<file path="config.mk">
export PLATFORM = sky130hd
export DESIGN_NAME = tcam_lookup_ctrl_flat
export DESIGN_NICKNAME = d
export VERILOG_FILES = /design/src/rtl/tcam_pkg.sv /design/src/rtl/tcam_lookup_ctrl_if.sv /design/src/rtl/tcam_hit_enc.sv /design/src/rtl/tcam_lookup_ctrl.sv /design/src/flat_wrapper.sv
export SDC_FILE = /design/constraint.sdc
export NUM_CORES = 1
export LEC_CHECK = 0
export BUFFER_PORTS_ARGS = -buffer_cell sky130_fd_sc_hd__buf_2
export CAP_MARGIN = 25
export CORE_MARGIN = 8
export CORE_UTILIZATION = 40
export CTS_CLUSTER_DIAMETER = 30
export CTS_CLUSTER_SIZE = 8
export DETAILED_ROUTE_END_ITERATION = 10
export PLACE_DENSITY = 0.67
export SLEW_MARGIN = 10
export SYNTH_ARGS = -nofsm -noshare
export SYNTH_HDL_FRONTEND = slang
export SYNTH_SLANG_ARGS = --single-unit
</file>
<file path="constraint.sdc">
create_clock -name clk -period 3.01 [get_ports clk]
set_input_delay 0.301 -clock clk [delete_from_list [all_inputs] [get_ports clk]]
set_output_delay 0.301 -clock clk [all_outputs]
set_load 0.02 [all_outputs]
</file>
<file path="src/rtl/tcam_pkg.sv">
// Shared types and constants for the TCAM lookup controller.
// A TCAM word packs the lookup key in the upper half and the destination ID
// in the lower half.
package tcam_pkg;

  localparam int ID_W       = 4;
  localparam int BITS       = 8;
  localparam int WORDS      = 16;
  localparam int ADDR_W     = 4;
  localparam int STARVE_MAX = 4;

  // Field positions inside a TCAM word
  localparam int KEY_LSB = ID_W;
  localparam int DST_LSB = 0;

  // Compare mask that enables the key field and ignores the destination field
  localparam logic [BITS-1:0] KEY_ONLY_MSKB = {{ID_W{1'b1}}, {ID_W{1'b0}}};

  typedef enum logic [2:0] {
    INIT_FLUSH,
    IDLE,
    WRITE,
    FLUSH,
    CMP,
    RD,
    RESP
  } state_t;

  // Build a TCAM word from its key and destination fields
  function automatic logic [BITS-1:0] pack_word(input logic [ID_W-1:0] key,
                                                input logic [ID_W-1:0] dst);
    logic [BITS-1:0] w;
    w = '0;
    w[KEY_LSB +: ID_W] = key;
    w[DST_LSB +: ID_W] = dst;
    return w;
  endfunction

endpackage

</file>
<file path="src/rtl/tcam_lookup_ctrl_if.sv">
// Requester-side bus of the TCAM lookup controller: entry writes, flush
// requests, lookup requests and lookup results.
interface tcam_lookup_ctrl_if
  import tcam_pkg::*;
#(
  parameter int ID_W   = tcam_pkg::ID_W,
  parameter int BITS   = tcam_pkg::BITS,
  parameter int ADDR_W = tcam_pkg::ADDR_W
);

  logic              cfg_valid;
  logic              cfg_ready;
  logic [ADDR_W-1:0] cfg_addr;
  logic [ID_W-1:0]   cfg_key;
  logic [ID_W-1:0]   cfg_dst;
  logic [BITS-1:0]   cfg_mask;
  logic              flush_req;
  logic              lkp_valid;
  logic              lkp_ready;
  logic [ID_W-1:0]   lkp_id;
  logic              res_valid;
  logic              res_ready;
  logic              res_hit;
  logic [ID_W-1:0]   res_dst;
  logic [ADDR_W-1:0] res_addr;

  // Requester side
  modport master (
    output cfg_valid, cfg_addr, cfg_key, cfg_dst, cfg_mask, flush_req,
           lkp_valid, lkp_id, res_ready,
    input  cfg_ready, lkp_ready, res_valid, res_hit, res_dst, res_addr
  );

  // Controller side
  modport slave (
    input  cfg_valid, cfg_addr, cfg_key, cfg_dst, cfg_mask, flush_req,
           lkp_valid, lkp_id, res_ready,
    output cfg_ready, lkp_ready, res_valid, res_hit, res_dst, res_addr
  );

endinterface

</file>
<file path="src/rtl/tcam_hit_enc.sv">
// Priority encoder for the TCAM match lines: the lowest-index set bit wins.
module tcam_hit_enc
  import tcam_pkg::*;
#(
  parameter int WORDS  = tcam_pkg::WORDS,
  parameter int ADDR_W = tcam_pkg::ADDR_W
) (
  input  logic [WORDS-1:0]  hitline,
  output logic [ADDR_W-1:0] hit_addr,
  output logic              hit_any
);

  logic [WORDS-1:0] first_hit;

  // A word is the winner when it matches and no lower word matches
  genvar gi;
  generate
    for (gi = 0; gi < WORDS; gi++) begin : g_first
      if (gi == 0) begin : g_lsb
        assign first_hit[gi] = hitline[gi];
      end else begin : g_upper
        assign first_hit[gi] = hitline[gi] & ~(|hitline[gi-1:0]);
      end
    end
  endgenerate

  // One-hot winner to binary address
  always_comb begin
    hit_addr = '0;
    for (int i = 0; i < WORDS; i++) begin
      if (first_hit[i]) begin
        hit_addr = hit_addr | ADDR_W'(i);
      end
    end
  end

  assign hit_any = |hitline;

endmodule

</file>
<file path="src/rtl/tcam_lookup_ctrl.sv">
// TCAM lookup controller: arbitrates entry writes, table flushes and key
// lookups onto a single TCAM macro, tracks which entries are valid, and
// returns one result per lookup (hit flag, destination, matching entry).
module tcam_lookup_ctrl
  import tcam_pkg::*;
#(
  parameter int ID_W       = tcam_pkg::ID_W,
  parameter int BITS       = tcam_pkg::BITS,
  parameter int WORDS      = tcam_pkg::WORDS,
  parameter int ADDR_W     = tcam_pkg::ADDR_W,
  parameter int STARVE_MAX = tcam_pkg::STARVE_MAX
) (
  input  logic              clk,
  input  logic              rst,
  tcam_lookup_ctrl_if.slave bus,
  output logic [ADDR_W:0]   entry_cnt,
  output logic              table_full,
  output logic              tcam_cs,
  output logic              tcam_flush,
  output logic              tcam_wr,
  output logic              tcam_cmp,
  output logic              tcam_rd,
  output logic              tcam_vbe,
  output logic              tcam_vbi,
  output logic              tcam_dcs,
  output logic [BITS-1:0]   tcam_di,
  output logic [BITS-1:0]   tcam_mskb,
  output logic [ADDR_W-1:0] tcam_a,
  output logic              tcam_cbe,
  input  logic [BITS-1:0]   tcam_do,
  input  logic              tcam_hit,
  input  logic [WORDS-1:0]  tcam_hitline
);

  localparam int STV_W = $clog2(STARVE_MAX + 1);
  localparam logic [STV_W-1:0]  STV_MAX = STV_W'(STARVE_MAX);
  localparam logic [ADDR_W:0]   CNT_ONE = (ADDR_W + 1)'(1);

  state_t            state_reg;
  logic              cmp_eval_reg;   // second CMP cycle: macro match result is valid
  logic [STV_W-1:0]  starve_reg;
  logic              flush_pend_reg;
  logic [WORDS-1:0]  valid_reg;
  logic [ADDR_W:0]   cnt_reg;
  logic [ADDR_W-1:0] wr_addr_reg;
  logic [ID_W-1:0]   wr_key_reg;
  logic [ID_W-1:0]   wr_dst_reg;
  logic [BITS-1:0]   wr_mask_reg;
  logic [ID_W-1:0]   lkp_id_reg;
  logic              res_valid_reg;
  logic              res_hit_reg;
  logic [ID_W-1:0]   res_dst_reg;
  logic [ADDR_W-1:0] res_addr_reg;

  logic              grant_flush;
  logic              grant_wr;
  logic              grant_lkp;
  logic [ADDR_W-1:0] enc_addr;
  logic              unused_enc_any;
  logic              unused_do_key;

  tcam_hit_enc #(
    .WORDS  (WORDS),
    .ADDR_W (ADDR_W)
  ) u_hit_enc (
    .hitline  (tcam_hitline),
    .hit_addr (enc_addr),
    .hit_any  (unused_enc_any)
  );

  // The key half of the read word is not needed; only the destination is returned
  assign unused_do_key = ^tcam_do[KEY_LSB +: ID_W];

  // IDLE arbitration: flush first, then write, unless a waiting lookup has been starved
  always_comb begin
    grant_flush = 1'b0;
    grant_wr    = 1'b0;
    grant_lkp   = 1'b0;
    if (!rst && state_reg == IDLE) begin
      if (flush_pend_reg || bus.flush_req) begin
        grant_flush = 1'b1;
      end else if (bus.cfg_valid && !(bus.lkp_valid && starve_reg == STV_MAX)) begin
        grant_wr = 1'b1;
      end else if (bus.lkp_valid) begin
        grant_lkp = 1'b1;
      end
    end
  end

  assign bus.cfg_ready = grant_wr;
  assign bus.lkp_ready = grant_lkp;

  // Main sequencer: state, entry bookkeeping, request capture and result registers
  always_ff @(posedge clk) begin
    if (rst) begin
      state_reg      <= INIT_FLUSH;
      cmp_eval_reg   <= 1'b0;
      starve_reg     <= '0;
      flush_pend_reg <= 1'b0;
      valid_reg      <= '0;
      cnt_reg        <= '0;
      wr_addr_reg    <= '0;
      wr_key_reg     <= '0;
      wr_dst_reg     <= '0;
      wr_mask_reg    <= '0;
      lkp_id_reg     <= '0;
      res_valid_reg  <= 1'b0;
      res_hit_reg    <= 1'b0;
      res_dst_reg    <= '0;
      res_addr_reg   <= '0;
    end else begin
      // Pulses are remembered until a flush cycle consumes them
      if (bus.flush_req) begin
        flush_pend_reg <= 1'b1;
      end
      case (state_reg)
        INIT_FLUSH, FLUSH: begin
          valid_reg      <= '0;
          cnt_reg        <= '0;
          flush_pend_reg <= 1'b0;
          starve_reg     <= '0;
          state_reg      <= IDLE;
        end
        IDLE: begin
          if (grant_flush) begin
            state_reg <= FLUSH;
          end else if (grant_wr) begin
            wr_addr_reg <= bus.cfg_addr;
            wr_key_reg  <= bus.cfg_key;
            wr_dst_reg  <= bus.cfg_dst;
            wr_mask_reg <= bus.cfg_mask;
            if (bus.lkp_valid && starve_reg != STV_MAX) begin
              starve_reg <= starve_reg + STV_W'(1);
            end
            state_reg <= WRITE;
          end else if (grant_lkp) begin
            lkp_id_reg   <= bus.lkp_id;
            starve_reg   <= '0;
            cmp_eval_reg <= 1'b0;
            state_reg    <= CMP;
          end
        end
        WRITE: begin
          valid_reg[wr_addr_reg] <= 1'b1;
          if (!valid_reg[wr_addr_reg]) begin
            cnt_reg <= cnt_reg + CNT_ONE;
          end
          state_reg <= IDLE;
        end
        CMP: begin
          if (!cmp_eval_reg) begin
            cmp_eval_reg <= 1'b1;
          end else begin
            cmp_eval_reg <= 1'b0;
            if (tcam_hit) begin
              res_addr_reg <= enc_addr;
              state_reg    <= RD;
            end else begin
              res_hit_reg   <= 1'b0;
              res_dst_reg   <= '0;
              res_addr_reg  <= '0;
              res_valid_reg <= 1'b1;
              state_reg     <= RESP;
            end
          end
        end
        RD: begin
          res_dst_reg   <= tcam_do[DST_LSB +: ID_W];
          res_hit_reg   <= 1'b1;
          res_valid_reg <= 1'b1;
          state_reg     <= RESP;
        end
        RESP: begin
          if (bus.res_ready) begin
            res_valid_reg <= 1'b0;
            state_reg     <= IDLE;
          end
        end
        default: state_reg <= INIT_FLUSH;
      endcase
    end
  end

  // Macro strobes follow the current state; everything is quiet while in reset
  always_comb begin
    tcam_cs    = 1'b0;
    tcam_flush = 1'b0;
    tcam_wr    = 1'b0;
    tcam_cmp   = 1'b0;
    tcam_rd    = 1'b0;
    tcam_vbe   = 1'b0;
    tcam_vbi   = 1'b0;
    tcam_cbe   = 1'b0;
    tcam_a     = '0;
    tcam_di    = '0;
    tcam_mskb  = '0;
    if (!rst) begin
      case (state_reg)
        INIT_FLUSH, FLUSH: begin
          tcam_cs    = 1'b1;
          tcam_flush = 1'b1;
        end
        WRITE: begin
          tcam_cs   = 1'b1;
          tcam_wr   = 1'b1;
          tcam_vbe  = 1'b1;
          tcam_vbi  = 1'b1;
          tcam_cbe  = 1'b1;
          tcam_a    = wr_addr_reg;
          tcam_di   = pack_word(wr_key_reg, wr_dst_reg);
          tcam_mskb = wr_mask_reg;
        end
        CMP: begin
          if (!cmp_eval_reg) begin
            tcam_cs   = 1'b1;
            tcam_cmp  = 1'b1;
            tcam_di   = pack_word(lkp_id_reg, {ID_W{1'b0}});
            tcam_mskb = KEY_ONLY_MSKB;
          end
        end
        RD: begin
          tcam_cs = 1'b1;
          tcam_rd = 1'b1;
          tcam_a  = res_addr_reg;
        end
        default: ;
      endcase
    end
  end

  assign tcam_dcs     = 1'b0;
  assign entry_cnt    = cnt_reg;
  assign table_full   = (cnt_reg == (ADDR_W + 1)'(WORDS));
  assign bus.res_valid = res_valid_reg;
  assign bus.res_hit   = res_hit_reg;
  assign bus.res_dst   = res_dst_reg;
  assign bus.res_addr  = res_addr_reg;

endmodule

</file>
<file path="src/flat_wrapper.sv">
// flat-port wrapper written by rule: the top's interface ports become plain ports
module tcam_lookup_ctrl_flat import tcam_pkg::*;
#(
  parameter int ID_W       = tcam_pkg::ID_W,
  parameter int BITS       = tcam_pkg::BITS,
  parameter int WORDS      = tcam_pkg::WORDS,
  parameter int ADDR_W     = tcam_pkg::ADDR_W,
  parameter int STARVE_MAX = tcam_pkg::STARVE_MAX
)
  (clk, rst, entry_cnt, table_full, tcam_cs, tcam_flush, tcam_wr, tcam_cmp, tcam_rd, tcam_vbe, tcam_vbi, tcam_dcs, tcam_di, tcam_mskb, tcam_a, tcam_cbe, tcam_do, tcam_hit, tcam_hitline, bus_cfg_valid, bus_cfg_addr, bus_cfg_key, bus_cfg_dst, bus_cfg_mask, bus_flush_req, bus_lkp_valid, bus_lkp_id, bus_res_ready, bus_cfg_ready, bus_lkp_ready, bus_res_valid, bus_res_hit, bus_res_dst, bus_res_addr);
  tcam_lookup_ctrl_if #(.ID_W(ID_W), .BITS(BITS), .ADDR_W(ADDR_W)) bus_i ();
  input  logic clk;
  input  logic rst;
  output logic [ADDR_W:0] entry_cnt;
  output logic table_full;
  output logic tcam_cs;
  output logic tcam_flush;
  output logic tcam_wr;
  output logic tcam_cmp;
  output logic tcam_rd;
  output logic tcam_vbe;
  output logic tcam_vbi;
  output logic tcam_dcs;
  output logic [BITS-1:0] tcam_di;
  output logic [BITS-1:0] tcam_mskb;
  output logic [ADDR_W-1:0] tcam_a;
  output logic tcam_cbe;
  input  logic [BITS-1:0] tcam_do;
  input  logic tcam_hit;
  input  logic [WORDS-1:0] tcam_hitline;
  input wire logic [$bits(bus_i.cfg_valid)-1:0] bus_cfg_valid;
  input wire logic [$bits(bus_i.cfg_addr)-1:0] bus_cfg_addr;
  input wire logic [$bits(bus_i.cfg_key)-1:0] bus_cfg_key;
  input wire logic [$bits(bus_i.cfg_dst)-1:0] bus_cfg_dst;
  input wire logic [$bits(bus_i.cfg_mask)-1:0] bus_cfg_mask;
  input wire logic [$bits(bus_i.flush_req)-1:0] bus_flush_req;
  input wire logic [$bits(bus_i.lkp_valid)-1:0] bus_lkp_valid;
  input wire logic [$bits(bus_i.lkp_id)-1:0] bus_lkp_id;
  input wire logic [$bits(bus_i.res_ready)-1:0] bus_res_ready;
  output wire logic [$bits(bus_i.cfg_ready)-1:0] bus_cfg_ready;
  output wire logic [$bits(bus_i.lkp_ready)-1:0] bus_lkp_ready;
  output wire logic [$bits(bus_i.res_valid)-1:0] bus_res_valid;
  output wire logic [$bits(bus_i.res_hit)-1:0] bus_res_hit;
  output wire logic [$bits(bus_i.res_dst)-1:0] bus_res_dst;
  output wire logic [$bits(bus_i.res_addr)-1:0] bus_res_addr;
  assign bus_i.cfg_valid = bus_cfg_valid;
  assign bus_i.cfg_addr = bus_cfg_addr;
  assign bus_i.cfg_key = bus_cfg_key;
  assign bus_i.cfg_dst = bus_cfg_dst;
  assign bus_i.cfg_mask = bus_cfg_mask;
  assign bus_i.flush_req = bus_flush_req;
  assign bus_i.lkp_valid = bus_lkp_valid;
  assign bus_i.lkp_id = bus_lkp_id;
  assign bus_i.res_ready = bus_res_ready;
  assign bus_cfg_ready = bus_i.cfg_ready;
  assign bus_lkp_ready = bus_i.lkp_ready;
  assign bus_res_valid = bus_i.res_valid;
  assign bus_res_hit = bus_i.res_hit;
  assign bus_res_dst = bus_i.res_dst;
  assign bus_res_addr = bus_i.res_addr;
  tcam_lookup_ctrl #(.ID_W(ID_W), .BITS(BITS), .WORDS(WORDS), .ADDR_W(ADDR_W), .STARVE_MAX(STARVE_MAX)) u_core (.clk(clk), .rst(rst), .bus(bus_i), .entry_cnt(entry_cnt), .table_full(table_full), .tcam_cs(tcam_cs), .tcam_flush(tcam_flush), .tcam_wr(tcam_wr), .tcam_cmp(tcam_cmp), .tcam_rd(tcam_rd), .tcam_vbe(tcam_vbe), .tcam_vbi(tcam_vbi), .tcam_dcs(tcam_dcs), .tcam_di(tcam_di), .tcam_mskb(tcam_mskb), .tcam_a(tcam_a), .tcam_cbe(tcam_cbe), .tcam_do(tcam_do), .tcam_hit(tcam_hit), .tcam_hitline(tcam_hitline));
endmodule
</file>
==> summary.md, run 1 <==
| Metric | Value |
|---|---|
| Status | `finished clean` |
| Simple-gate share of the synthesized area | `0.265` |
| CTS tree | `yes` |
| Mapped cell area | `0.00313 sq mm` |
| Initial detailed-routing violation count | `106` |
| Max Cap Viol | `0` |
| Input/output buffers | `96` |
| Synth Area in XOR/XNOR | `0.00280` |
| GR Overflow Total | `0` |
| Area Overhead vs Synth | `23.8%` |
| Ys async rst share | `0` |
| Clock sink total | `63` |
| Die width | `104 microns` |
| Hold path endpoint | `u_core.bus.res_dst[0]$_SDFFE_PP0P_` |
| Max-slew violation count | `0` |
| Via count | `3023` |
| Clk buf depth | `2` |
| Max Fclk | `383 MHz` |
| Later-pin clock latency in the skew report | `330 ps` |
| Slew HR | `0.539` |
| HPWL after DPL | `6.14 mm` |
| # setup viols final | `0` |
| Crit path required time | `2710 ps` |
| Post-CTS Setup Bufs | `0` |
| Pwr Total | `1.83 mW` |
| Nature of the critical path endpoint | `output port` |
| Initial antenna violation count | `0` |
| Top-Level Pins | `102` |
| Hold Slack | `185 ps` |
| Synth cell count leaders | `dfxtp_1 (63), nand2_1 (54), nor2_1 (54)` |
| Via-to-Cell Ratio | `5.13` |
| Kind of critical path | `reg -> out` |
| Die area | `0.0109 sq mm` |
| Mux cell area share after synthesis | `0.0528` |
| Post-synth EDFFs | `0` |
| Final critical-path required period | `2610 ps` |
| Crit start category | `flip-flop` |
| Hold wc startpoint | `tcam_do[0]` |
| Area leader, netlist | `dfxtp_1` |
| Post-synth top area share | `0.403` |
| Ys Warns | `0` |
| Endpoints failing hold | `0` |
| Layout cell share with drive strength beyond 1 | `0.273` |
| Hold Crit Class | `in -> reg` |
| Initial core utilization | `0.409` |
| Largest net degree at the start of global routing | `52` |
| CTS Buf Count | `9` |
| Slew @ Worst Pin | `690 ps` |
| Routed len/inst | `13.9 microns` |
| R2R depth | `6` |
| Leak | `1.61 nW` |
| CTS HTree Levels | `3` |
| Die height | `104 microns` |
| Max reg flops | `16` |
| Reg2reg end | `u_core.entry_cnt[4]$_SDFFE_PP0P_` |
| Setup TNS | `0 ps` |
| Worst hold path cell count | `2` |
| Final wirelength | `8.19 mm` |
| First-pass GRT wire length | `13.8 mm` |
| Peak VDD IR | `243 uV` |
| Largest family of logic cells by synthesized area | `simple AND/OR/NAND/NOR gates` |
| # nets final | `541` |
| Routability cong. | `0.820` |
| Adder-cell share of the synthesized area | `0.0160` |
| CTS root buf | `clkbuf_8` |
| Final Core Density | `0.506` |
| Top area cells in the synthesized netlist | `dfxtp_1 (40%), a21oi_1 (7.8%), nand2_1 (6.5%)` |
| Synthesized flop and latch total | `63` |
| Initial DRT Pass Iterations | `4` |
| Row Count | `32` |
| Mapped Cells | `394` |
| Number of global-route vias before repair | `3023` |
| RR Startpoint | `u_core.wr_addr_reg[1]$_SDFFE_PP0P_` |
| Layout Skew | `6.41 ps` |
| Flop2flop setup slack | `620 ps` |
| Sequential share of the synthesized area | `0.403` |
| DRC | `0` |
| Crit path arrival time | `2310 ps` |
| Hold-fix buffers at CTS | `0` |
| CP max FO | `21` |
| Clk slew on worst S/H paths | `70 ps` |
| Inserted Diodes | `0` |
| Post-DRT Antenna Nets | `0` |
| Post-Syn Nets | `453` |
| Synth Area in Compound Gates | `0.202` |
| Pwr Density | `474 mW/mm^2` |
| Syn avg cell area | `7.94 sq um` |
| Synth cell types | `49` |
| Fin crit share | `0.867` |
| GRT Util Overall | `0.152` |
| PostCTS Resize Cnt | `0` |
| Most frequent cell after synthesis | `dfxtp_1` |
| RSZ-0062 raised after global routing | `false` |
| Synth Flop Type | `dfxtp_1` |
| Area of the core | `0.00765 sq mm` |
[cell usage in the layout (no fill, tap or decap), types with 9 or more instances in the layout]
master / n
nand3_1: 12
nand2_1: 54
and2_1: 11
dfxtp_1: 63
a21oi_1: 49
a22o_1: 9
o21ai_0: 10
nor3_1: 9
nor2_1: 54
inv_1: 9
buf_2: 96
mux2i_1: 12
clkbuf_8: 9
[layer usage]
| metal | part of all wire | GRT usage | up-vias |
|---|---|---|---|
| met2 | 0.42 | 0.228 | 115 |
| met1 | 0.46 | 0.179 | 1363 |
| met5 | 0 | 0 | - |
| li1 | - | - | 1538 |
| met4 | 0.0093 | 0.0393 | 0 |
| met3 | 0.11 | 0.0880 | 7 |
[through the flow]
stage	instances	setup slack, ps	cell area, sq um
after global placement	573	676	3660
after floorplan	394	675	3130
final	589	401	3870
after detailed placement	573	645	3660
after global routing	589	216	3870
after CTS	589	374	3870
[power breakdown]
part | internal, mW | switching (mW)
clock | 0.463 | 0.326
sequential | 0.846 | 0.0172
combinational | 0.0726 | 0.108
total | 1.38 | 0.451
[how the worst max path moves through the flow]
stage                                                  start                               end  slack [ps]  depth (start not counted)
after floorplan             u_core.state_reg[1]$_SDFFE_PP0P_                        tcam_di[0]         680                          5
after global placement    u_core.wr_addr_reg[1]$_SDFFE_PP0P_  u_core.entry_cnt[4]$_SDFFE_PP0P_         680                          6
after detailed placement  u_core.wr_addr_reg[1]$_SDFFE_PP0P_  u_core.entry_cnt[4]$_SDFFE_PP0P_         650                          6
after CTS                   u_core.state_reg[2]$_SDFFE_PP0P_                      tcam_mskb[3]         370                          5
after global routing        u_core.state_reg[2]$_SDFFE_PP0P_                      tcam_mskb[2]         220                          5
final                       u_core.state_reg[2]$_SDFFE_PP0P_                      tcam_mskb[3]         400                          5
[cell families (layout without fill, tap and decap cells)]
kind of cell	after synthesis	after routing
other cells	1	1
buf+inv	36	129
fa+ha+maj	4	4
mux	14	14
compound gates	99	99
simple gates	176	176
flops	63	63
xor+xnor	1	1
[layout make-up]
cell class	count	area, sq um
fill	781	3780
multi-input combinational	295	1690
sequential	63	1260
timing repair buffer	104	541
clock buffer	10	128
tap	102	128
clock inverter	6	85.1
inverter	9	33.8
[worst max-delay path, stage by stage, from the launching register on]
cell and delay (ps):
dfxtp_1 510, or3b_2 600, nor2_1 290, buf_4 270, and2_1 150, buf_2 160
No activity file was read; power rests on OpenSTA's default activity.
==> run 2, diff against run 1 <==
Settings changed: CORE_UTILIZATION 40 to 55, CTS_CLUSTER_SIZE 8 to 12, PLACE_DENSITY 0.67 to 0.88.
==> summary.md, run 2 (synthesis gave the netlist of run 1 again) <==
| Metric | Value |
|---|---|
| Area of the core | `0.00551 sq mm (-28%)` |
| Max reg flops | `16 (unchanged)` |
| Via-to-Cell Ratio | `5.52 (+7.6%)` |
| Die height | `91.4 microns (-12%)` |
| Most frequent cells in the layout | `buf_2 (96), dfxtp_1 (63), nor2_1 (54), nand2_1 (54), a21oi_1 (49)` |
| Max Fclk | `377 MHz (-1.8%)` |
| Initial detailed-routing violation count | `188 (+77%)` |
| Area Overhead vs Synth | `20.8%` |
| Top-Level Pins | `102 (unchanged)` |
| Layout Skew | `9.87 ps (+3.46 ps)` |
| Slew HR | `0.435 (-0.104)` |
| Crit start category | `flip-flop` |
| CTS root buf | `clkbuf_8` |
| GR Overflow Total | `0 (unchanged)` |
| CP max FO | `21 (unchanged)` |
| Post-DRT Antenna Nets | `0 (unchanged)` |
| Post-CTS Setup Bufs | `0 (unchanged)` |
| Clk slew on worst S/H paths | `70 ps (about the same)` |
| Filler cells | `474 (-39%)` |
| GRT Util Overall | `0.204 (+0.0521)` |
| Largest net degree at the start of global routing | `30 (-42%)` |
| Via count | `3076 (+1.8%)` |
| Crit path arrival time | `2350 ps (+40 ps)` |
| Kind of critical path | `reg -> out` |
| Inserted Diodes | `0 (unchanged)` |
| Switch share | `0.271 (+0.0246)` |
| Peak VDD IR | `338 uV (+39%)` |
| Clk pwr share | `0.383 (-0.048)` |
| Hold Crit Class | `in -> reg` |
| Dpl ws | `581 ps (-64.3 ps)` |
| # nets final | `539 (-0.37%)` |
| Input/output buffers | `96 (unchanged)` |
| Commonest non-fill, non-tap cell in the layout | `buf_2` |
| Leak | `1.59 nW (-1.2%)` |
| Die width | `91.4 microns (-12%)` |
| Slew @ Worst Pin | `845 ps (+155 ps)` |
| PostCTS Resize Cnt | `0 (unchanged)` |
| CTS HTree Levels | `3 (unchanged)` |
| Cell internal pwr | `1.23 mW (-11%)` |
| Hold-fix buffers at CTS | `0 (unchanged)` |
| Final wirelength | `8.38 mm (+2.3%)` |
| Max-slew violation count | `0 (unchanged)` |
| Row Count | `27 (-16%)` |
| Status | `finished clean` |
| Layout cell share with drive strength beyond 1 | `0.272 (-0.000936)` |
| Max Cap Viol | `0 (unchanged)` |
| Combinational share of power | `0.107 (+0.009)` |
| CTS Buf Count | `9 (unchanged)` |
| RSZ-0062 raised after global routing | `false` |
| Routed len/inst | `15.0 microns (+8.2%)` |
| Clock sink total | `63 (unchanged)` |
| Initial antenna violation count | `0 (unchanged)` |
| Area of the multi-input gates | `0.00169 sq mm (unchanged)` |
| Final critical-path required period | `2660 ps (+46.6 ps)` |
| # setup viols final | `0 (unchanged)` |
| Nature of the critical path endpoint | `output port` |
| CTS tree | `yes` |
| Clk buf depth | `2 (unchanged)` |
| NetSw | `0.458 mW (+1.5%)` |
| HPWL after DPL | `6.24 mm (+1.6%)` |
| Routability cong. | `0.849 (+3.5%)` |
| Worst Setup Slack, final | `355 ps (-46.6 ps)` |
| Pwr Density | `448 mW/mm^2 (-5.5%)` |
| Crit path required time | `2710 ps (about the same)` |
| Setup TNS | `0 ps (unchanged)` |
| Flop2flop setup slack | `570 ps (-50 ps)` |
| Endpoints failing hold | `0 (unchanged)` |
| Fin crit share | `0.882 (+0.0155)` |
| Later-pin clock latency in the skew report | `340 ps (about the same)` |
| DRC | `0 (unchanged)` |
| Initial DRT Pass Iterations | `4 (unchanged)` |
| Die area | `0.00835 sq mm (-23%)` |
| Register area | `0.00126 sq mm (unchanged)` |
| Flop pwr share | `0.510 (+0.039)` |
| Number of global-route vias before repair | `3199 (+5.8%)` |
| Initial core utilization | `0.568 (+0.159)` |
| First-pass GRT wire length | `14.2 mm (+3.0%)` |
-- run 2: worst paths after layout --
kind / to / cells after the start / from
worst min-delay path: u_core.bus.res_dst[0]$_SDFFE_PP0P_ / 2 / tcam_do[0]
worst min register to register: u_core.wr_dst_reg[2]$_SDFFE_PP0P_ / 2 / u_core.wr_dst_reg[2]$_SDFFE_PP0P_
worst max register to register: u_core.entry_cnt[4]$_SDFFE_PP0P_ / 6 / u_core.wr_addr_reg[1]$_SDFFE_PP0P_
worst max-delay path: tcam_mskb[2] / 5 / u_core.state_reg[2]$_SDFFE_PP0P_
-- run 2: layout make-up --
type	instances	area share
repair buffers	102	0.139
inverters	9	0.00894
clock inverters	6	0.00960
multi-input cells	295	0.448
well taps	72	0.0238
flip-flops and latches	63	0.334
clock buffers	10	0.0364
-- run 2: metrics by stage --
step	util	cells	hold slack [ps]	cell area (sq um)	power [mW]
floorplan	-	394	416	3130	0.993
global placement	0.655	541	434	3600	1.05
detailed placement	0.655	541	440	3600	1.06
CTS	0.686	557	176	3780	1.71
global route	0.686	557	177	3780	1.78
finish	0.686	557	187	3780	1.69
-- run 2: power by group through the flow --
| stage | clock [mW] | sequential [mW] | combinational [mW] |
|---|---|---|---|
| detailed placement | 0 | 0.882 | 0.179 |
| global placement | 0 | 0.881 | 0.173 |
| finish | 0.647 | 0.863 | 0.181 |
| floorplan | 0 | 0.872 | 0.121 |
| global route | 0.713 | 0.865 | 0.200 |
| CTS | 0.667 | 0.862 | 0.180 |
-- run 2: worst max-delay path: stages, from the launching register on --
cell and delay (ps):
dfxtp_1 510, or3b_2 590, nor2_1 320, buf_4 270
and2_1 150, buf_2 160
-- run 2: layer usage --
metal	GRT usage	part of all wire
met5	0	0
met4	0.0819	0.013
met3	0.101	0.095
met2	0.329	0.46
met1	0.223	0.44
